## config.mk

```make
export PLATFORM = sky130hd
export DESIGN_NAME = fast_square_step_accum
export DESIGN_NICKNAME = d
export VERILOG_FILES = /design/src/rtl/fast_square_step_accum_pkg.sv /design/src/rtl/fast_square_iq_accum.sv /design/src/rtl/fast_square_step_accum.sv
export SDC_FILE = /design/constraint.sdc
export NUM_CORES = 1
export LEC_CHECK = 0
export BUFFER_PORTS_ARGS = -buffer_cell sky130_fd_sc_hd__buf_2
export CORE_MARGIN = 1.5
export CORE_UTILIZATION = 54
export DETAILED_ROUTE_END_ITERATION = 8
export MAX_ROUTING_LAYER = met4
export PLACE_DENSITY_LB_ADDON = 0.08
export SYNTH_ARGS = -nofsm -noshare
export SYNTH_HDL_FRONTEND = slang
export SYNTH_SLANG_ARGS = --single-unit
```

## constraint.sdc

```tcl
create_clock -name clock -period 2.6 [get_ports clock]
set_input_delay 0.13 -clock clock [delete_from_list [all_inputs] [get_ports clock]]
set_output_delay 0.13 -clock clock [all_outputs]
set_load 0.01 [all_outputs]
```

## src/rtl/fast_square_step_accum_pkg.sv

```systemverilog
// Shared fast-square definitions: step FSM encoding and sample/record sizing.
package fast_square_step_accum_pkg;

  // Baseband sample width delivered by the receive stage.
  localparam int SAMPLE_WIDTH = 16;

  // Record window length used by the controller, log2 of clk64 ticks.
  localparam int RECORD_TICKS_LOG2 = 14;

  // Samples integrated per step track the record window so a full window
  // always yields exactly one result.
  localparam int DEFAULT_SAMPLES_LOG2 = RECORD_TICKS_LOG2;

  typedef enum logic [1:0] {
    ST_IDLE  = 2'd0,
    ST_ACCUM = 2'd1,
    ST_EMIT  = 2'd2
  } step_state_e;

endpackage

```

## src/rtl/fast_square_iq_accum.sv

```systemverilog
// Signed dual I/Q accumulator with clear, add and floor-mean shift-out.
// The mean outputs reflect the running sum including the sample currently
// presented, so the caller can register the result on the final-add edge.
module fast_square_iq_accum
  import fast_square_step_accum_pkg::*;
#(
  parameter int SAMPLES_LOG2 = DEFAULT_SAMPLES_LOG2
) (
  input  logic                           clock,
  input  logic                           reset,
  input  logic                           clear_i,
  input  logic                           add_i,
  input  logic signed [SAMPLE_WIDTH-1:0] i_sample_i,
  input  logic signed [SAMPLE_WIDTH-1:0] q_sample_i,
  output logic signed [SAMPLE_WIDTH-1:0] mean_i_o,
  output logic signed [SAMPLE_WIDTH-1:0] mean_q_o
);

  // Wide enough for 2^SAMPLES_LOG2 full-scale samples, so no overflow.
  localparam int ACC_WIDTH = SAMPLE_WIDTH + SAMPLES_LOG2;

  logic signed [ACC_WIDTH-1:0] acc_i_q, acc_q_q;
  logic signed [ACC_WIDTH-1:0] acc_i_d, acc_q_d;
  logic signed [ACC_WIDTH-1:0] sum_i_s, sum_q_s;

  // Sign-extend and add the presented sample; select clear/add/hold.
  always_comb begin
    sum_i_s = acc_i_q + {{SAMPLES_LOG2{i_sample_i[SAMPLE_WIDTH-1]}}, i_sample_i};
    sum_q_s = acc_q_q + {{SAMPLES_LOG2{q_sample_i[SAMPLE_WIDTH-1]}}, q_sample_i};
    if (clear_i) begin
      acc_i_d = {ACC_WIDTH{1'b0}};
      acc_q_d = {ACC_WIDTH{1'b0}};
    end else if (add_i) begin
      acc_i_d = sum_i_s;
      acc_q_d = sum_q_s;
    end else begin
      acc_i_d = acc_i_q;
      acc_q_d = acc_q_q;
    end
    // Taking the top bits is an arithmetic shift (floor); the mean of
    // int16 values always fits back into int16.
    mean_i_o = sum_i_s[SAMPLES_LOG2 +: SAMPLE_WIDTH];
    mean_q_o = sum_q_s[SAMPLES_LOG2 +: SAMPLE_WIDTH];
  end

  // Accumulator registers with synchronous active-low reset.
  always_ff @(posedge clock) begin
    if (!reset) begin
      acc_i_q <= {ACC_WIDTH{1'b0}};
      acc_q_q <= {ACC_WIDTH{1'b0}};
    end else begin
      acc_i_q <= acc_i_d;
      acc_q_q <= acc_q_d;
    end
  end

endmodule

```

## src/rtl/fast_square_step_accum.sv

```systemverilog
// Per-step I/Q integrator: averages 2^SAMPLES_LOG2 strobed samples inside
// each record window and emits one tagged mean pair per frequency step.
module fast_square_step_accum
  import fast_square_step_accum_pkg::*;
#(
  parameter int SAMPLES_LOG2 = DEFAULT_SAMPLES_LOG2,
  parameter int STEP_WIDTH   = 8
) (
  input  logic                           clock,
  input  logic                           reset,
  input  logic                           enable,
  input  logic                           step_reset,
  input  logic                           step_start,
  input  logic                           record,
  input  logic                           in_strobe,
  input  logic signed [SAMPLE_WIDTH-1:0] i_in,
  input  logic signed [SAMPLE_WIDTH-1:0] q_in,
  output logic                           out_strobe,
  output logic signed [SAMPLE_WIDTH-1:0] i_out,
  output logic signed [SAMPLE_WIDTH-1:0] q_out,
  output logic [STEP_WIDTH-1:0]          step_index,
  output logic                           short_step,
  output logic                           busy
);

  localparam logic [SAMPLES_LOG2-1:0] COUNT_ZERO = {SAMPLES_LOG2{1'b0}};
  localparam logic [SAMPLES_LOG2-1:0] COUNT_ONE  = {{(SAMPLES_LOG2-1){1'b0}}, 1'b1};
  localparam logic [SAMPLES_LOG2-1:0] COUNT_LAST = {SAMPLES_LOG2{1'b1}};
  localparam logic [STEP_WIDTH-1:0]   INDEX_ZERO = {STEP_WIDTH{1'b0}};
  localparam logic [STEP_WIDTH-1:0]   INDEX_ONE  = {{(STEP_WIDTH-1){1'b0}}, 1'b1};

  step_state_e                    state_q, state_d;
  logic [SAMPLES_LOG2-1:0]        count_q, count_d;
  logic                           clear_s, add_s, emit_s, abort_s;
  logic signed [SAMPLE_WIDTH-1:0] mean_i_s, mean_q_s;
  logic                           out_strobe_q, short_step_q, busy_q, first_q;
  logic signed [SAMPLE_WIDTH-1:0] i_out_q, q_out_q;
  logic [STEP_WIDTH-1:0]          step_index_q;

  fast_square_iq_accum #(
    .SAMPLES_LOG2 (SAMPLES_LOG2)
  ) u_iq_accum (
    .clock      (clock),
    .reset      (reset),
    .clear_i    (clear_s),
    .add_i      (add_s),
    .i_sample_i (i_in),
    .q_sample_i (q_in),
    .mean_i_o   (mean_i_s),
    .mean_q_o   (mean_q_s)
  );

  // Next-state decode; enable low freezes IDLE/ACCUM, EMIT always lasts one cycle.
  always_comb begin
    state_d = state_q;
    count_d = count_q;
    clear_s = 1'b0;
    add_s   = 1'b0;
    emit_s  = 1'b0;
    abort_s = 1'b0;
    case (state_q)
      ST_IDLE: begin
        if (enable && step_start) begin
          clear_s = 1'b1;
          count_d = COUNT_ZERO;
          state_d = ST_ACCUM;
        end else begin
          state_d = ST_IDLE;
        end
      end
      ST_ACCUM: begin
        if (!enable) begin
          state_d = ST_ACCUM;
        end else if (step_start) begin
          // Restart beats any coincident sample.
          clear_s = 1'b1;
          abort_s = 1'b1;
          count_d = COUNT_ZERO;
        end else if (!record) begin
          if (count_q != COUNT_ZERO) begin
            abort_s = 1'b1;
            count_d = COUNT_ZERO;
            state_d = ST_IDLE;
          end else begin
            state_d = ST_ACCUM;
          end
        end else if (in_strobe) begin
          add_s = 1'b1;
          if (count_q == COUNT_LAST) begin
            emit_s  = 1'b1;
            count_d = COUNT_ZERO;
            state_d = ST_EMIT;
          end else begin
            count_d = count_q + COUNT_ONE;
          end
        end else begin
          state_d = ST_ACCUM;
        end
      end
      ST_EMIT: begin
        if (enable && step_start) begin
          clear_s = 1'b1;
          count_d = COUNT_ZERO;
          state_d = ST_ACCUM;
        end else begin
          state_d = ST_IDLE;
        end
      end
      default: begin
        count_d = COUNT_ZERO;
        state_d = ST_IDLE;
      end
    endcase
  end

  // State, counter and registered outputs; results latch on the Nth-sample edge.
  always_ff @(posedge clock) begin
    if (!reset) begin
      state_q      <= ST_IDLE;
      count_q      <= COUNT_ZERO;
      out_strobe_q <= 1'b0;
      i_out_q      <= {SAMPLE_WIDTH{1'b0}};
      q_out_q      <= {SAMPLE_WIDTH{1'b0}};
      step_index_q <= INDEX_ZERO;
      short_step_q <= 1'b0;
      busy_q       <= 1'b0;
      first_q      <= 1'b1;
    end else begin
      state_q      <= state_d;
      count_q      <= count_d;
      out_strobe_q <= emit_s;
      busy_q       <= (state_d != ST_IDLE);
      if (abort_s) begin
        short_step_q <= 1'b1;
      end else begin
        short_step_q <= short_step_q;
      end
      if (emit_s) begin
        i_out_q <= mean_i_s;
        q_out_q <= mean_q_s;
        if (step_reset || first_q) begin
          step_index_q <= INDEX_ZERO;
          first_q      <= 1'b0;
        end else begin
          step_index_q <= step_index_q + INDEX_ONE;
        end
      end else if (step_reset) begin
        step_index_q <= INDEX_ZERO;
        first_q      <= 1'b1;
      end else begin
        step_index_q <= step_index_q;
      end
    end
  end

  assign out_strobe = out_strobe_q;
  assign i_out      = i_out_q;
  assign q_out      = q_out_q;
  assign step_index = step_index_q;
  assign short_step = short_step_q;
  assign busy       = busy_q;

endmodule

```

# Word-level counts from Yosys, hierarchy flattened

Cells that the tools add are included.

Eq/ne operators: 8
Reduce and logical (&&, ||, !) cells: 10
Bitwise logic cells: 1
Add/sub/neg operators: 4
Mux-type cells: 42

Operators with widths:

| operator                                                                 | number |
|---|---|
| 14-bit two-way mux                                                       | 7 |
| 30-bit adder                                                             | 2 |
| 14-bit one-hot mux with 2 select lines                                   | 1 |
| 1-bit two-way mux                                                        | 24 |
| 8-bit two-way mux                                                        | 3 |
| 14-bit by 1-bit adder with 14-bit output (second input constant)         | 1 |
| 14-bit == test (second input constant)                                   | 1 |
| 14-bit nonzero test                                                      | 1 |
| 2-bit two-way mux                                                        | 5 |
| 8-bit by 1-bit adder with 8-bit output (second input constant)           | 1 |
| 4-bit inequality test (second input constant)                            | 2 |
| 2-bit by 1-bit inequality test with 1-bit output (second input constant) | 2 |
| 2-bit one-hot mux with 2 select lines                                    | 1 |
| 4-bit AND reduction                                                      | 1 |
| 2-bit nonzero test                                                       | 2 |
| 2-bit OR reduction                                                       | 2 |
| 2-bit by 1-bit == test with 1-bit output (second input constant)         | 1 |
| 2-bit == test (second input constant)                                    | 1 |
| 2-bit logical NOT                                                        | 1 |
| 2-bit inequality test (second input constant)                            | 1 |
| 1-bit one-hot mux with 2 select lines                                    | 1 |
| 2-bit AND reduction                                                      | 1 |
| 1-bit logical AND                                                        | 1 |
| 1-bit logical OR                                                         | 1 |
| 1-bit inverter                                                           | 1 |

Word-level logic and storage cells: 76
Input port bits: 39
Flip-flop bits (word level): 120
Output and inout bits: 43

# Logic depth before layout (Yosys ltp)

Gate-level depths: netlist of the first run.

Word-level depth: 9
Gate-level depth with buffers: 11

# Modules after synthesis

From an unflattened synthesis of the first run, not the netlist that was laid out.

Cell total of the unflattened synthesis: 1066
Area total of the unflattened synthesis: 8525.7 µm²

Modules (own cells, without submodules):

| module                 | seq. area each (µm²) | cells an instance | area an instance (µm²) | instances |
|---|---|---|---|---|
| fast_square_iq_accum   | 1201.2               | 740               | 5814.3                 | 1 |
| fast_square_step_accum | 1201.2               | 326               | 2711.4                 | 1 |

# Worst setup path after synthesis of the first run

No wires, ideal clock.

Path type: reg2reg
Start point: register u_iq_accum.acc_i_q[0]
End point: register u_iq_accum.acc_i_q[28]
Setup slack: -0.139 ns
Cell stages (with the launch flop): 12
Arrival time: 2.619 ns
Path buffers: 0
Cells stage by stage: dfxtp_1 > ha_1 > fa_1 > a21o_1 > a21oi_1 > o21ai_1 > a2111oi_2 > nor3_1 > or2_1 > a221oi_2 > or3_1 > nand3_1

Longest elaborated chain between the ends: 1

Ends and longest elaborated chain:

| item                     | line                       | text |
|---|---|---|
| start: declaration       | fast_square_iq_accum.sv:22 | `logic signed [ACC_WIDTH-1:0] acc_i_q, acc_q_q;` |
| start signal: assignment | fast_square_iq_accum.sv:49 | `acc_i_q <= {ACC_WIDTH{1'b0}};` |
| start signal: assignment | fast_square_iq_accum.sv:52 | `acc_i_q <= acc_i_d;` |
| 30-bit adder             | fast_square_iq_accum.sv:28 | `sum_i_s = acc_i_q + {{SAMPLES_LOG2{i_sample_i[SAMPLE_WIDTH-1]}}, i_sample_i};` |

No other way between the ends.
A chain may end at the register's enable or synchronous reset.

# Final worst setup path of the first run

Start point: register u_iq_accum.acc_i_q[3]
End point: register u_iq_accum.acc_i_q[29]

The elaborated chain is that of the path after synthesis.

==> impl_results.md, run 1 <==
- Post-route ant nets: 0
- Antenna violations before repair: 0
- CP max stage delay: about 0.46 ns
- Grt ovf: 0
- Number of synthesized flops with an enable pin: 0
- Vias per cell: 5.76
- Detailed Routing Iterations Pass 1: 5
- Yosys reg bits: 120
- Most used cell, CP: o21ai_2
- Top FF cell, synth: dfxtp_1
- Worst min-delay path class: input port to flop
- Routed length per instance: 15.6 um
- Post-place setup slack: -0.116 ns
- Post-Syn Instances: between 900 and 1000
- Final Hold Fails: 0
- Core Area: 13800 um^2
- Final Cycle Share: 99.8%
- R2r startpoint: u_iq_accum.acc_i_q[3]
- CP Buf/Inv Count: 1
- First-pass GRT wire length: approximately 32000 um
- Reg2Reg Setup Slack: 0.006 ns
- Max Freq: 0.386 GHz
- Synth area leaders: dfxtp_1, ha_1, nand2_1
- DR vias: roughly 7500
- Max-slew violations: 0
- Synth top area share: a little under a third
- Largest net degree at the start of global routing: 49
- Critical path depth in cells: 11
- Syn Nets: ~1100
- Root Driver: clkbuf_16
- Filler instances: about 1200
- Global-route usage over all layers: 28.1%
- Leading cell type in the layout, fill and taps excluded: nand2_1
- Setup crit end kind: flop
- Worst setup startpoint: u_iq_accum.acc_i_q[3]
- Final Skew: 0.00903 ns
- Clk_lat worst skew: 0.42 ns
- Setup ws final: 0.00619 ns
- Mapped Avg Cell Area: 7.70 um^2
- Die ar.: ~15000 um^2
- CTS sink cnt: 120
- Peak supply drop: 0.420 mV
- CTS H-tree depth: 4
- Tmin final: 2.59 ns
- Number of global-route vias before repair: 6769
- Worst R2R End: u_iq_accum.acc_i_q[29]
- Setup-failing EPs final: 0
- Max transition margin: ~46%
- Post-layout nets: between 1000 and 1500
- Sequential-to-total area share from yosys stat: a little under a third
- Cells on worst reg2reg path: 11
- Critical Path Fanout Max: 4
- First DRT Iteration DRCs: between 400 and 500
- Status: finished, final reports clean
- Post-Syn Area: 7600 um^2
- Critical-path top delay cell: o41ai_4
- Power per cell area: 498 nW/um^2
- WS Path Type: flop to flop
- Post-synth top area cell: dfxtp_1
- Diode count: 0
- Die height: ~120 um
- Max clock buf depth: 2
- Leak: 4.12 nW
- Final wirelength: 20300 um
- Share of layout cells above drive strength 1: 21.8%
- Most frequent cells in the layout: nand2_1, dfxtp_1, a21oi_1, buf_2, nor2_1
- Initial Utilization: 55.0%
- Area delta synth->final: 24.9%
- Yosys warnings: 0
- Clock Pin Slew Worst Setup and Hold Paths: 0.06 ns
- Worst Tran Pin Value: ~0.81 ns
- CTS Buf Count: 17
- CTS tree: done
- IO Pins: 82
- Data arrival, critical path: 2.90 ns
- Top delay family on crit path: compound AO/OA/AOI/OAI gates
- Site row count: 43
- Critical Path RT: 2.90 ns
- RSZ-0062 raised after global routing: true
- DRC: 0
- Crit path to: u_iq_accum.acc_i_q[29]
- Async S/R FF share, synth: 0%
- Crit-path cells: ha_1, a211o_1, a31oi_4, nor3_2, o21ai_2, a21oi_2, o41ai_4, o21ai_2, buf_4, mux2i_1, a21oi_1
- Power Total: between 4 and 5 mW
- Post-DP HPWL: ~14000 um
- Synth unique cells: 64
- Final GP Congestion: 0.936
- Die width: 122 um
- IO Port Bufs: 81
- Startpoint types: flop
- Max capacitance violation total: 0
-- where the power goes --
part	leakage, nW	switching, mW	internal, mW
combinational	2.84	0.250	0.156
sequential	0.967	0.00670	1.85
clock	0.307	0.832	1.63
-- final cells by class --
type / count / area [um^2] / share of cell area, %
clock buffer: 25 / 505 / 5.33
clock inverter: 7 / 114 / 1.20
inverter: 17 / 63.8 / 0.672
multi-input combinational: 807 / 5280 / 55.7
sequential: 120 / 2400 / 25.3
tap: 180 / 225 / 2.37
timing repair buffer: 146 / 896 / 9.44
-- worst min-delay path: stages --
cell     delay (ns)
buf_2          0.17
o21ai_0        0.09
nor2_1         0.04
-- how the worst min path moves through the flow --
stage          startpoint   endpoint  slack (ns)  depth (start not counted)
6_report            reset  q_out[15]        0.06                          3
2_1_floorplan  step_reset    first_q        0.29                          2
4_1_cts             reset  q_out[15]        0.03                          3
3_5_place_dp   step_reset    first_q        0.43                          3
3_3_place_gp   step_reset    first_q        0.41                          3
5_1_grt             reset  q_out[15]        0.07                          3
-- cell families after synthesis --
family | synth area share, %
xor gates and xnor gates | 5.99
muxes | 0.659
AOI/OAI and AO/OA | 23.9
DFF | 31.6
buffers and inverters | 2.98
adders and majority gates | 10.6
and+or+nand+nor | 24.3
-- synth_stat cells, types with 6 or more instances --
master	count
o21bai_1	7
o21ai_0	34
nor2_1	79
nand2_1	170
nand3_1	33
ha_1	61
a31oi_1	11
buf_1	7
and3_1	8
nand2b_1	7
clkbuf_1	35
a21oi_1	124
nor2b_1	8
nand4_1	22
o21a_1	9
o221ai_1	6
nand3b_1	10
xor2_1	22
dfxtp_1	120
a211oi_1	9
or2_2	6
nor3_1	20
or3_1	17
inv_1	16
xnor2_1	30
a21o_1	38
-- what timing repair did --
| item | CTS | global route |
|---|---|---|
| gates resized for setup | 14 | 46 |
| cloned | 0 | 0 |
| endpoints found under the hold margin | 1 | 0 |
| pin swaps | 11 | 29 |
| setup buffers | 0 | 8 |
| endpoints found under the setup margin | 19 | 44 |
| hold buffers | 1 | 0 |
-- registers in the layout, summed over array words and instances (netlist names) --
register and flops:
step_index 8, u_iq_accum.acc_q_q 30, first_q 1, out_strobe 1, busy 1, state_q 2, short_step 1, u_iq_accum.acc_i_q 30
q_out 16, i_out 16, count_q 14
-- metal layers --
metal	track usage (%)	wire length (um)	part of all wire (%)	vias to the layer above
li1	-	-	-	3775
met3	5.57	1050	5.2	30
met4	9.12	335	1.6	0
met1	37.7	9670	48	3481
met5	-	0	0	-
met2	42.4	9270	46	216
-- through the flow --
| stage | instance area, um^2 | hold WS (ns) | std cells | utilization [%] | TNS [ns] |
|---|---|---|---|---|---|
| after CTS | 9200 | 0.0341 | 1294 | 66.5 | -0.207 |
| after floorplan | 7600 | 0.292 | 987 | - | -0.0102 |
| after detailed placement | 8500 | 0.431 | 1261 | 61.5 | -0.824 |
| after global placement | 8500 | 0.412 | 1261 | 61.5 | -0.255 |
| after global routing | 9490 | 0.0687 | 1302 | 68.6 | -1.15 |
| final | 9490 | 0.0561 | 1302 | 68.6 | 0 |
(Power assumes the default switching activity.)
==> run 2, diff against run 1 <==
--- a/config.mk
+++ b/config.mk
@@ -10,7 +10,7 @@
 export CORE_UTILIZATION = 54
 export DETAILED_ROUTE_END_ITERATION = 8
 export MAX_ROUTING_LAYER = met4
-export PLACE_DENSITY_LB_ADDON = 0.08
+export PLACE_DENSITY_LB_ADDON = 0.1
 export SYNTH_ARGS = -nofsm -noshare
 export SYNTH_HDL_FRONTEND = slang
 export SYNTH_SLANG_ARGS = --single-unit
==> impl_results.md, run 2 (synthesized netlist as in run 1, its figures left out) <==
- First-pass GRT wire length: 31400 um (was 32300 um)
- Logic pwr share: 8.8% (was 8.6%)
- CTS sink cnt: 120 (unchanged)
- Setup ws final: -0.0164 ns (was 0.00619 ns)
- WS Path Type: flop to flop (unchanged)
- Post-route cell area: 9480 um^2 (was 9490 um^2)
- Area of the multi-input gates: 5270 um^2 (was 5280 um^2)
- CP Buf/Inv Count: 1 (unchanged)
- Power per cell area: 493 nW/um^2 (was 498 nW/um^2)
- Worst min-delay path class: input port to flop (unchanged)
- Register Area: 2400 um^2 (about the same)
- Critical Path RT: 2.95 ns (was 2.90 ns)
- Clock Pin Slew Worst Setup and Hold Paths: 0.06 ns (about the same)
- Layout Utilization: 68.6% (about the same)
- Final Hold Fails: 0 (unchanged)
- CTS H-tree depth: 4 (unchanged)
- WHS Endpoint: first_q (was q_out[15])
- Reg2Reg Setup Slack: -0.02 ns (was 0.006 ns)
- Hold path startpoint: reset (unchanged)
- Post-route ant nets: 0 (unchanged)
- CTS Buf Count: 17 (unchanged)
- Power Total: 4.67 mW (was 4.72 mW)
- CTS tree: done (unchanged)
- Diode count: 0 (unchanged)
- R2r startpoint: u_iq_accum.acc_i_q[0] (was u_iq_accum.acc_i_q[3])
- Cells on worst reg2reg path: 12 (was 11)
- Max Freq: 0.382 GHz (was 0.386 GHz)
- Initial Utilization: 55.0% (unchanged)
- Final Cycle Share: 101% (was 99.8%)
- Worst Tran Pin Value: 0.458 ns (was 0.809 ns)
- P_int: 3.51 mW (was 3.64 mW)
- Data arrival, critical path: 2.97 ns (was 2.90 ns)
- Status: finished, violations left (was finished, final reports clean)
- Critical-path top delay cell: a2111oi_4 (was o41ai_4)
- Setup-failing EPs final: 1 (was 0)
- Area post-placement: 8540 um^2 (was 8500 um^2)
- M3 GR Usage: 5.52% (was 5.57%)
- Peak supply drop: 0.496 mV (was 0.420 mV)
- IO Pins: 82 (unchanged)
- Max clock buf depth: 2 (unchanged)
- Critical Path Fanout Max: 3 (was 4)
- Worst R2R End: i_out[6] (was u_iq_accum.acc_i_q[29])
- Root Driver: clkbuf_16 (unchanged)
- Top delay family on crit path: compound AO/OA/AOI/OAI gates (unchanged)
- Final GP Congestion: 0.939 (was 0.936)
- Number of global-route vias before repair: 6670 (was 6769)
- DR vias: 7485 (was 7502)
- Clk pwr share: 51.6% (was 52.2%)
- Vias per cell: 5.74 (was 5.76)
- Clk_lat worst skew: 0.42 ns (about the same)
- Max capacitance violation total: 0 (unchanged)
- Hold slack: 0.128 ns (was 0.0561 ns)
- First DRT Iteration DRCs: 338 (was 437)
- Leading cell type in the layout, fill and taps excluded: nand2_1 (unchanged)
- Max-slew violations: 0 (unchanged)
- Net switching fraction of the power: 24.8% (was 23.0%)
- Most used cell, CP: a21oi_2 (was o21ai_2)
- Routed length per instance: 15.4 um (was 15.6 um)
- M1 GR Usage: 35.2% (was 37.7%)
- Gr busiest metal: met2 (unchanged)
- Leak: 4.12 nW (about the same)
- Sw power: 1.16 mW (was 1.09 mW)
- Seq pwr share: 39.7% (was 39.3%)
- Tmin final: 2.62 ns (was 2.59 ns)
- Cell count of the worst hold path: 2 (was 3)
- Area delta synth->final: 24.8% (was 24.9%)
- Violated checks: negative setup slack
- Antenna violations before repair: 0 (unchanged)
- Site row count: 43 (unchanged)
- RSZ-0062 raised after global routing: true (unchanged)
- Filler instances: 1171 (was 1203)
- Final wirelength: 20000 um (was 20300 um)
- Largest regs: u_iq_accum.acc_i_q: 30 flops, u_iq_accum.acc_q_q: 30 flops (unchanged)
- Most frequent cells in the layout: nand2_1, dfxtp_1, a21oi_1, buf_2, nor2_1 (unchanged)
- Crit-path cells: ha_4, fa_2, a21o_1, a21oi_2, o21ai_2, a2111oi_4, buf_4, nor2_2, a31oi_2, xnor2_2, nand2_1, a21oi_2 (was ha_1, a211o_1, a31oi_4, nor3_2, o21ai_2, a21oi_2, o41ai_4, o21ai_2, buf_4, mux2i_1, a21oi_1)
- Core Area: 13800 um^2 (unchanged)
- Post-DP HPWL: 13700 um (was 13600 um)
- Die height: 122 um (unchanged)
- Met2 GRT Util: 43.0% (was 42.4%)
- DRC: 0 (unchanged)
- Share of layout cells above drive strength 1: 22.2% (was 21.8%)
- Largest net degree at the start of global routing: 32 (was 49)
- Global-route usage over all layers: 27.3% (was 28.1%)
- Final Skew: 0.00705 ns (was 0.00903 ns)
- Grt ovf: 0 (unchanged)
- Die ar.: 14800 um^2 (unchanged)
- IO Port Bufs: 81 (unchanged)
- Detailed Routing Iterations Pass 1: 5 (unchanged)
- Post-layout nets: 1214 (was 1211)
- Max transition margin: 69.5% (was 45.9%)
- Setup crit end kind: flop (unchanged)
- Die width: 122 um (unchanged)
- Startpoint types: flop (unchanged)
- CP max stage delay: 0.35 ns (was 0.46 ns)
==> run 2: layout make-up <==
class	count	area share [%]
clock buffer	17	4.49
clock inverter	15	1.89
inverter	17	0.673
multi-input combinational	807	55.5
sequential	120	25.4
tap	180	2.37
timing repair buffer	149	9.68
==> run 2: power by group through the flow <==
stage	logic [mW]	clock network, mW	registers (mW)
after floorplan	0.242	0	1.89
after global placement	0.379	0	1.89
after detailed placement	0.382	0	1.89
after CTS	0.390	2.44	1.85
after global routing	0.448	2.52	1.85
final	0.410	2.41	1.85
==> run 2: worst reg2reg max path, delay by kind of cell, from the launching register on <==
kind	cells	cell delay [ns]
DFF	1	0.33
adders and majority gates	2	0.51
xor gates and xnor gates	1	0.15
and+or+nand+nor	2	0.15
buffers and inverters	1	0.18
AOI/OAI and AO/OA	6	1.23
==> run 2: per-stage QoR <==
stage               cells  TNS (ns)  setup WS (ns)
global placement     1266    -0.320         -0.106
finish               1305   -0.0164        -0.0164
floorplan             987   -0.0102        -0.0102
CTS                  1300    -0.179        -0.0681
global route         1305     -1.18         -0.121
detailed placement   1266    -0.787         -0.156
==> run 2: timing repair <==
action,4_1_cts,5_1_grt
pin swaps,11,32
hold buffers,1,0
hold endpoints to repair,1,0
gates resized for setup,11,47
setup buffers,1,5
setup endpoints to repair,16,44
==> run 2: routing by layer <==
layer / vias up / share of wire [%]
met1: 3489 / 48
met5: - / 0
met2: 178 / 46
li1: 3799 / -
met3: 19 / 5.1
met4: 0 / 1.2
==> run 2: worst max path at each step <==
stage / startpoint / end / slack, ns / depth (start not counted)
5_1_grt: u_iq_accum.acc_i_q[0] / i_out[6] / -0.12 / 12
3_5_place_dp: u_iq_accum.acc_i_q[0] / u_iq_accum.acc_i_q[28] / -0.16 / 11
4_1_cts: u_iq_accum.acc_i_q[0] / u_iq_accum.acc_i_q[28] / -0.07 / 11
3_3_place_gp: u_iq_accum.acc_i_q[0] / u_iq_accum.acc_i_q[28] / -0.11 / 11
2_1_floorplan: u_iq_accum.acc_i_q[0] / u_iq_accum.acc_i_q[28] / -0.01 / 11
6_report: u_iq_accum.acc_i_q[0] / i_out[6] / -0.02 / 12
